===== src/rtl/sync_fifo_pkg.sv =====
// Shared types, sizing helpers and flag derivation for sync_fifo_pro.
package sync_fifo_pkg;

   typedef struct packed {
      logic full;
      logic empty;
      logic almost_full;
      logic almost_empty;
   } fifo_flags_t;

   localparam fifo_flags_t FLAGS_RST = '{full: 1'b0, empty: 1'b1, almost_full: 1'b0, almost_empty: 1'b1};

   function automatic int clog2(input int value);
      int r;
      int v;
      r = 0;
      v = value - 1;
      while (v > 0) begin
         r++;
         v = v >> 1;
      end
      return r;
   endfunction

   function automatic bit is_pow2(input int value);
      return (value > 0) && ((value & (value - 1)) == 0);
   endfunction

   function automatic fifo_flags_t flags_from_count(input int count, input int depth,
                                                    input int af_level, input int ae_level);
      fifo_flags_t f;
      f.full         = (count == depth);
      f.empty        = (count == 0);
      f.almost_full  = (count >= af_level);
      f.almost_empty = (count <= ae_level);
      return f;
   endfunction

endpackage


===== src/rtl/sync_fifo_pro_if.sv =====
// Producer/consumer bundle for sync_fifo_pro; master = the block driving requests.
interface sync_fifo_pro_if import sync_fifo_pkg::*; #(
   parameter int DATA_W = 8,
   parameter int DEPTH  = 256
);
   localparam int AW = clog2(DEPTH);

   logic              clr;
   logic              wr_en;
   logic [DATA_W-1:0] wr_data;
   logic              rd_en;
   logic [DATA_W-1:0] rd_data;
   logic              full;
   logic              empty;
   logic              almost_full;
   logic              almost_empty;
   logic [AW:0]       data_count;
   logic              overflow;
   logic              underflow;

   modport master (
      output clr, wr_en, wr_data, rd_en,
      input  rd_data, full, empty, almost_full, almost_empty, data_count, overflow, underflow
   );

   modport slave (
      input  clr, wr_en, wr_data, rd_en,
      output rd_data, full, empty, almost_full, almost_empty, data_count, overflow, underflow
   );

endinterface


===== src/rtl/sync_fifo_pro_ram.sv =====
// DEPTH x DATA_W register file: synchronous write, asynchronous read; contents are never reset.
module fifo_ram import sync_fifo_pkg::*; #(
   parameter int DATA_W = 8,
   parameter int DEPTH  = 256,
   parameter int AW     = clog2(DEPTH)
) (
   input  logic              sys_clk,
   input  logic              we,
   input  logic [AW-1:0]     waddr,
   input  logic [DATA_W-1:0] wdata,
   input  logic [AW-1:0]     raddr,
   output logic [DATA_W-1:0] rdata
);

   logic [DEPTH-1:0][DATA_W-1:0] mem;

   for (genvar i = 0; i < DEPTH; i++) begin : g_entry
      always_ff @(posedge sys_clk) begin
         if (we && (waddr == AW'(i))) mem[i] <= wdata;
      end
   end

   assign rdata = mem[raddr];

endmodule


===== src/rtl/sync_fifo_pro.sv =====
// Parametrised single-clock FIFO with optional first-word-fall-through, threshold flags,
// error pulses and synchronous flush.
module sync_fifo_pro import sync_fifo_pkg::*; #(
   parameter int DATA_W   = 8,
   parameter int DEPTH    = 256,
   parameter int FWFT     = 0,
   parameter int AF_LEVEL = DEPTH - 4,
   parameter int AE_LEVEL = 4
) (
   input  logic           sys_clk,
   input  logic           sys_rst_n,
   sync_fifo_pro_if.slave bus
);

   localparam int AW = clog2(DEPTH);
   localparam logic [AW:0]   CNT_ONE = (AW + 1)'(1);
   localparam logic [AW-1:0] PTR_ONE = AW'(1);

   if (!is_pow2(DEPTH) || DEPTH < 4) begin : g_bad_depth
      $error("sync_fifo_pro: DEPTH must be a power of two and at least 4");
   end
   if (AF_LEVEL < 1 || AF_LEVEL > DEPTH) begin : g_bad_af
      $error("sync_fifo_pro: AF_LEVEL must lie in 1..DEPTH");
   end
   if (AE_LEVEL < 0 || AE_LEVEL > DEPTH - 1) begin : g_bad_ae
      $error("sync_fifo_pro: AE_LEVEL must lie in 0..DEPTH-1");
   end

   logic [AW-1:0]     wr_ptr, rd_ptr;
   logic [AW:0]       count_q, count_nxt;
   fifo_flags_t       flags_q, flags_nxt;
   logic              overflow_q, underflow_q;
   logic              rd_acc, wr_acc;
   logic [DATA_W-1:0] ram_rdata;

   // A full FIFO still takes a write when the same cycle pops a word.
   assign rd_acc = bus.rd_en & ~flags_q.empty;
   assign wr_acc = bus.wr_en & (~flags_q.full | rd_acc);

   always_comb begin
      count_nxt = count_q;
      if (bus.clr) begin
         count_nxt = '0;
      end else begin
         case ({wr_acc, rd_acc})
            2'b10:   count_nxt = count_q + CNT_ONE;
            2'b01:   count_nxt = count_q - CNT_ONE;
            default: count_nxt = count_q;
         endcase
      end
      flags_nxt = flags_from_count(int'(count_nxt), DEPTH, AF_LEVEL, AE_LEVEL);
   end

   always_ff @(posedge sys_clk or negedge sys_rst_n) begin
      if (!sys_rst_n) begin
         wr_ptr      <= '0;
         rd_ptr      <= '0;
         count_q     <= '0;
         flags_q     <= FLAGS_RST;
         overflow_q  <= 1'b0;
         underflow_q <= 1'b0;
      end else if (bus.clr) begin
         wr_ptr      <= '0;
         rd_ptr      <= '0;
         count_q     <= '0;
         flags_q     <= flags_nxt;
         overflow_q  <= 1'b0;
         underflow_q <= 1'b0;
      end else begin
         if (wr_acc) wr_ptr <= wr_ptr + PTR_ONE;
         if (rd_acc) rd_ptr <= rd_ptr + PTR_ONE;
         count_q     <= count_nxt;
         flags_q     <= flags_nxt;
         overflow_q  <= bus.wr_en & flags_q.full & ~rd_acc;
         underflow_q <= bus.rd_en & flags_q.empty;
      end
   end

   fifo_ram #(
      .DATA_W (DATA_W),
      .DEPTH  (DEPTH),
      .AW     (AW)
   ) u_ram (
      .sys_clk (sys_clk),
      .we      (wr_acc & ~bus.clr),
      .waddr   (wr_ptr),
      .wdata   (bus.wr_data),
      .raddr   (rd_ptr),
      .rdata   (ram_rdata)
   );

   if (FWFT != 0) begin : g_fwft
      assign bus.rd_data = ram_rdata;
   end else begin : g_std
      logic [DATA_W-1:0] rd_q;
      always_ff @(posedge sys_clk or negedge sys_rst_n) begin
         if (!sys_rst_n)  rd_q <= '0;
         else if (bus.clr) rd_q <= '0;
         else if (rd_acc)  rd_q <= ram_rdata;
      end
      assign bus.rd_data = rd_q;
   end

   assign bus.full         = flags_q.full;
   assign bus.empty        = flags_q.empty;
   assign bus.almost_full  = flags_q.almost_full;
   assign bus.almost_empty = flags_q.almost_empty;
   assign bus.data_count   = count_q;
   assign bus.overflow     = overflow_q;
   assign bus.underflow    = underflow_q;

endmodule


===== src/flat_wrapper.sv =====
// flat-port wrapper written by rule: the top's interface ports become plain ports
module sync_fifo_pro_flat import sync_fifo_pkg::*;
#(
   parameter int DATA_W   = 8,
   parameter int DEPTH    = 256,
   parameter int FWFT     = 0,
   parameter int AF_LEVEL = DEPTH - 4,
   parameter int AE_LEVEL = 4
)
  (sys_clk, sys_rst_n, bus_clr, bus_wr_en, bus_wr_data, bus_rd_en, bus_rd_data, bus_full, bus_empty, bus_almost_full, bus_almost_empty, bus_data_count, bus_overflow, bus_underflow);
  sync_fifo_pro_if #(.DATA_W(DATA_W), .DEPTH(DEPTH)) bus_i ();
  input  logic sys_clk;
  input  logic sys_rst_n;
  input wire logic [$bits(bus_i.clr)-1:0] bus_clr;
  input wire logic [$bits(bus_i.wr_en)-1:0] bus_wr_en;
  input wire logic [$bits(bus_i.wr_data)-1:0] bus_wr_data;
  input wire logic [$bits(bus_i.rd_en)-1:0] bus_rd_en;
  output wire logic [$bits(bus_i.rd_data)-1:0] bus_rd_data;
  output wire logic [$bits(bus_i.full)-1:0] bus_full;
  output wire logic [$bits(bus_i.empty)-1:0] bus_empty;
  output wire logic [$bits(bus_i.almost_full)-1:0] bus_almost_full;
  output wire logic [$bits(bus_i.almost_empty)-1:0] bus_almost_empty;
  output wire logic [$bits(bus_i.data_count)-1:0] bus_data_count;
  output wire logic [$bits(bus_i.overflow)-1:0] bus_overflow;
  output wire logic [$bits(bus_i.underflow)-1:0] bus_underflow;
  assign bus_i.clr = bus_clr;
  assign bus_i.wr_en = bus_wr_en;
  assign bus_i.wr_data = bus_wr_data;
  assign bus_i.rd_en = bus_rd_en;
  assign bus_rd_data = bus_i.rd_data;
  assign bus_full = bus_i.full;
  assign bus_empty = bus_i.empty;
  assign bus_almost_full = bus_i.almost_full;
  assign bus_almost_empty = bus_i.almost_empty;
  assign bus_data_count = bus_i.data_count;
  assign bus_overflow = bus_i.overflow;
  assign bus_underflow = bus_i.underflow;
  sync_fifo_pro #(.DATA_W(DATA_W), .DEPTH(DEPTH), .FWFT(FWFT), .AF_LEVEL(AF_LEVEL), .AE_LEVEL(AE_LEVEL)) u_core (.sys_clk(sys_clk), .sys_rst_n(sys_rst_n), .bus(bus_i));
endmodule

===== config.mk =====
export PLATFORM = sky130hd
export DESIGN_NAME = sync_fifo_pro_flat
export DESIGN_NICKNAME = d
export VERILOG_FILES = /design/src/rtl/sync_fifo_pkg.sv /design/src/rtl/sync_fifo_pro_if.sv /design/src/rtl/sync_fifo_pro_ram.sv /design/src/rtl/sync_fifo_pro.sv /design/src/flat_wrapper.sv
export SDC_FILE = /design/constraint.sdc
export NUM_CORES = 2
export LEC_CHECK = 0
export ABC_AREA = 0
export CAP_MARGIN = 20
export CORE_MARGIN = 5
export CORE_UTILIZATION = 45
export CTS_CLUSTER_SIZE = 25
export DETAILED_ROUTE_END_ITERATION = 6
export MAX_ROUTING_LAYER = met4
export PLACE_DENSITY = 0.7
export SKIP_LAST_GASP = 1
export SYNTH_ARGS = -nofsm -noshare
export SYNTH_HDL_FRONTEND = slang
export SYNTH_HIERARCHICAL = 1
export SYNTH_SLANG_ARGS = --single-unit

===== constraint.sdc =====
create_clock -name sys_clk -period 4.6 [get_ports sys_clk]
set_input_delay 0.46 -clock sys_clk [delete_from_list [all_inputs] [get_ports sys_clk]]
set_output_delay 0.46 -clock sys_clk [all_outputs]
set_load 0.02 [all_outputs]

==> flow_metrics.env <==
export IMPL_postPlaceCellArea_um2=84990
export IMPL_power_leakage_nw=27.67
export IMPL_r2r_slack_ns=0.63
export IMPL_post_cts_setup_buffers=0
export IMPL_peakVddDrop_mv=0.3715
export IMPL_max_slew_margin_rel_pct=19.92
export IMPL_cp_start_kind="flip-flop"
export IMPL_antennaDiodeCount=0
export IMPL_grt_pass1_vias=40550
export IMPL_setup_tns_ns=0
export IMPL_min_path_cells=1
export IMPL_clk_pin_slew_ns=0.06
export IMPL_yosys_warnings=6
export IMPL_synth_distinct_cells=76
export IMPL_fin_cells=6654
export IMPL_synth_seq_cells=2087
export IMPL_coreArea_um2=180700
export IMPL_final_layout_size_suffix_gt1_share_pct=21.38
export IMPL_crit_type="reg -> reg"
export IMPL_cts_root_buf="clkbuf_16"
export IMPL_synth_top_cell_area_share_pct=75.26
export IMPL_gp_congestion=0.9019
export IMPL_setup_violations=0
export IMPL_slowest_stage="a2111oi_0"
export IMPL_grt_max_degree=169
export IMPL_fin_area_um2=91740
export IMPL_worstMarginPinSlew_ns=1.201
export IMPL_syn_avg_cell_area_um2=20.47
export IMPL_hold_viol=0
export IMPL_antenna_found_initial=0
export IMPL_max_stage_delay_ns=1.00
export IMPL_drt_iter0_markers=4829
export IMPL_busiest_layer="met2"
export IMPL_fmax_mhz=251.6
export IMPL_async_reset_ff_share_pct=1.869
export IMPL_synthFlopType="edfxtp_1"
export IMPL_die_w_um=436.1
export IMPL_crit_path_cell_trace="buf_12 -> mux4_2 -> o22a_1 -> o21ai_0 -> a2111oi_0 -> nor3_1 -> nor4_1 -> nand2_1 -> a21oi_1"
export IMPL_ant_nets=0
export IMPL_status="finished, final reports clean"
export IMPL_cts_made_buffers=201
export IMPL_timing_rr_start="u_core/rd_ptr[0]$_DFFE_PN0P_"
export IMPL_start_util_pct=45.21
export IMPL_htree_num_levels=4
export IMPL_min_to="u_core/u_ram/mem[1631]$_DFFE_PP_"
export IMPL_synth_cell_area_um2=81720
export IMPL_min_from="bus_wr_data[7]"
export IMPL_detailed_place_hpwl_um=118300
export IMPL_synth_nets=4010
export IMPL_fin_worst_skew_ns=0.04279
export IMPL_cts_tree="built"
export IMPL_rsz0062_at_grt="no"
export IMPL_vias=41430
export IMPL_grt_pass1_wl_um=287000
export IMPL_cts_max_path_buffers=3
export IMPL_dp_cells=6283
export IMPL_yosysSeqAreaShare_pct=76.45
export IMPL_finalMaxSlewViolations=0
export IMPL_grt_use_met3_pct=4.257
export IMPL_crit_fanout=87
export IMPL_clock_sinks=2087
export IMPL_cp_end_kind="flip-flop"
export IMPL_viasPerCell=6.226
export IMPL_cp_arrival_ns=4.73
export IMPL_powerDensity_nw_per_um2=464.8
export IMPL_synth_edff_count=2048
export IMPL_wl_per_cell_um=29.52
export IMPL_grt_util_met2_pct=31.42
export IMPL_cap_viol_max_count=0
export IMPL_synthCells=3992
export IMPL_syn_to_final_growth_pct=12.26
export IMPL_netlist_top_cells_area="edfxtp_1, mux4_2, mux2i_1"
export IMPL_routed_wl_um=196400
export IMPL_rows=156
export IMPL_min_path_type="in -> reg"
export IMPL_r2r_end="u_core/bus.rd_data[7]$_DFFE_PN0P_"
export IMPL_critPathRequiredTime_ns=5.36
export IMPL_period_share_pct=86.41
export IMPL_yosysTopAreaCell="edfxtp_1"
export IMPL_hold_slack_ns=0.08856
export IMPL_clk_latency_ns=0.83
export IMPL_portBuffers=35
export IMPL_r2r_worst_path_cells=9
export IMPL_route_detailed_drc=0
export IMPL_die_y_um=436.1
export IMPL_post_cts_resized=0
export IMPL_pin_count=36
export IMPL_met1_usage_pct=29.50
export IMPL_overflow=0
export IMPL_track_usage_pct=21.04
export IMPL_fp_dieArea_um2=190200
export IMPL_finalNetCount=4137
export IMPL_fin_crit_ns=3.975
export IMPL_first_pass_iters=6
registers in the layout (all words and copies together) (netlist names), 8 cells and up:
register,count
u_core/rd_ptr,8
u_core/wr_ptr,8
u_core/bus.data_count,9
u_core/bus.rd_data,8
u_core/u_ram/mem,2048
logic make-up after synthesis:
| group | after synthesis | synth area share [%] |
|---|---|---|
| xor+xnor | 20 | 0.2144 |
| buf+inv | 266 | 1.957 |
| compound gates | 438 | 3.744 |
| simple gates | 582 | 3.267 |
| mux | 594 | 14.29 |
| fa+ha+maj | 5 | 0.07656 |
| flops | 2087 | 76.45 |
final cells by class:
type	instances	area, um^2
clock buffers	245	5309
clock inverters	123	1401
fillers	14080	89010
inverters	14	52.55
multi-input cells	1639	17690
flip-flops and latches	2087	62490
well taps	2370	2965
repair buffers	176	1829
what timing repair did:
action                                  CTS  global route
endpoints found under the setup margin    0             0
hold endpoints to repair                 37             2
hold buffers                              1             1
stage by stage:
stage / util, % / setup WS, ns / power (mW)
detailed placement: 47.02 / 0.2555 / 26.48
floorplan: - / 1.306 / 25.13
global placement: 47.00 / 0.3549 / 26.43
global route: 50.75 / 0.6066 / 44.04
CTS: 50.74 / 0.6824 / 42.93
finish: 50.75 / 0.6251 / 42.64
critical path, delay by kind of cell (launching register included):
family | cells | cell delay, ns
AO/OA/AOI/OAI | 4 | 1.43
buffers and inverters | 1 | 0.49
flip-flops | 1 | 0.70
multiplexers | 1 | 0.38
AND/OR/NAND/NOR | 3 | 0.69
where the power goes:
group | internal [mW] | switching [mW] | total, mW
combinational | 2.29 | 2.62 | 4.92
sequential | 20.9 | 0.185 | 21.1
clock | 9.54 | 7.05 | 16.6
worst max-delay path by stage:
| stage | from | end | slack, ns | cells past startpoint |
|---|---|---|---|---|
| after floorplan | u_core/bus.empty$_DFF_PN1_ | u_core/bus.almost_empty$_DFF_PN1_ | 1.31 | 14 |
| after global placement | bus_rd_en | u_core/u_ram/mem[1947]$_DFFE_PP_ | 0.35 | 10 |
| after detailed placement | bus_rd_en | u_core/u_ram/mem[1949]$_DFFE_PP_ | 0.26 | 10 |
| after CTS | u_core/rd_ptr[0]$_DFFE_PN0P_ | u_core/bus.rd_data[0]$_DFFE_PN0P_ | 0.68 | 10 |
| after global routing | u_core/bus.empty$_DFF_PN1_ | u_core/u_ram/mem[261]$_DFFE_PP_ | 0.61 | 8 |
| final | u_core/rd_ptr[0]$_DFFE_PN0P_ | u_core/bus.rd_data[7]$_DFFE_PN0P_ | 0.63 | 9 |
metal layers:
layer,up-vias,share of wire [%]
met2,2295,47
li1,16850,-
met5,-,0
met4,0,3.4
met3,366,10
met1,21910,40
Yosys cell counts (all sizes together), types with 6 or more instances:
| cell type | n |
|---|---|
| o221ai | 49 |
| nand4 | 14 |
| nor4 | 31 |
| edfxtp | 2048 |
| a2111oi | 6 |
| mux4 | 456 |
| a21oi | 116 |
| nand3 | 41 |
| nor2b | 31 |
| dfrtp | 37 |
| nor2 | 314 |
| nand2 | 67 |
| a211oi | 16 |
| xnor2 | 6 |
| clkbuf | 135 |
| a22o | 8 |
| mux2i | 137 |
| and2 | 7 |
| buf | 117 |
| o211ai | 12 |
| inv | 13 |
| o22ai | 30 |
| nand2b | 13 |
| o21ai | 21 |
| or2 | 6 |
| a221oi | 16 |
| nand3b | 6 |
| xor2 | 14 |
| a22oi | 134 |
| nor3 | 25 |
cells in the final DEF (no fill, tap or decap), drive strengths merged, types with 18 or more instances in the layout:
cell           instances
clkinv                90
nor4                  31
nor2b                 31
clkbuf               247
mux2i                137
clkdlybuf4s50         25
dfrtp                 37
nor2                 314
a22oi                134
nor3                  25
o221ai                49
inv                   18
buf                  147
edfxtp              2048
nand3                 41
o21ai                 21
bufinv                23
a21oi                116
mux4                 456
o22ai                 30
nand2                 67
No activity file was read; power rests on OpenSTA's default activity.
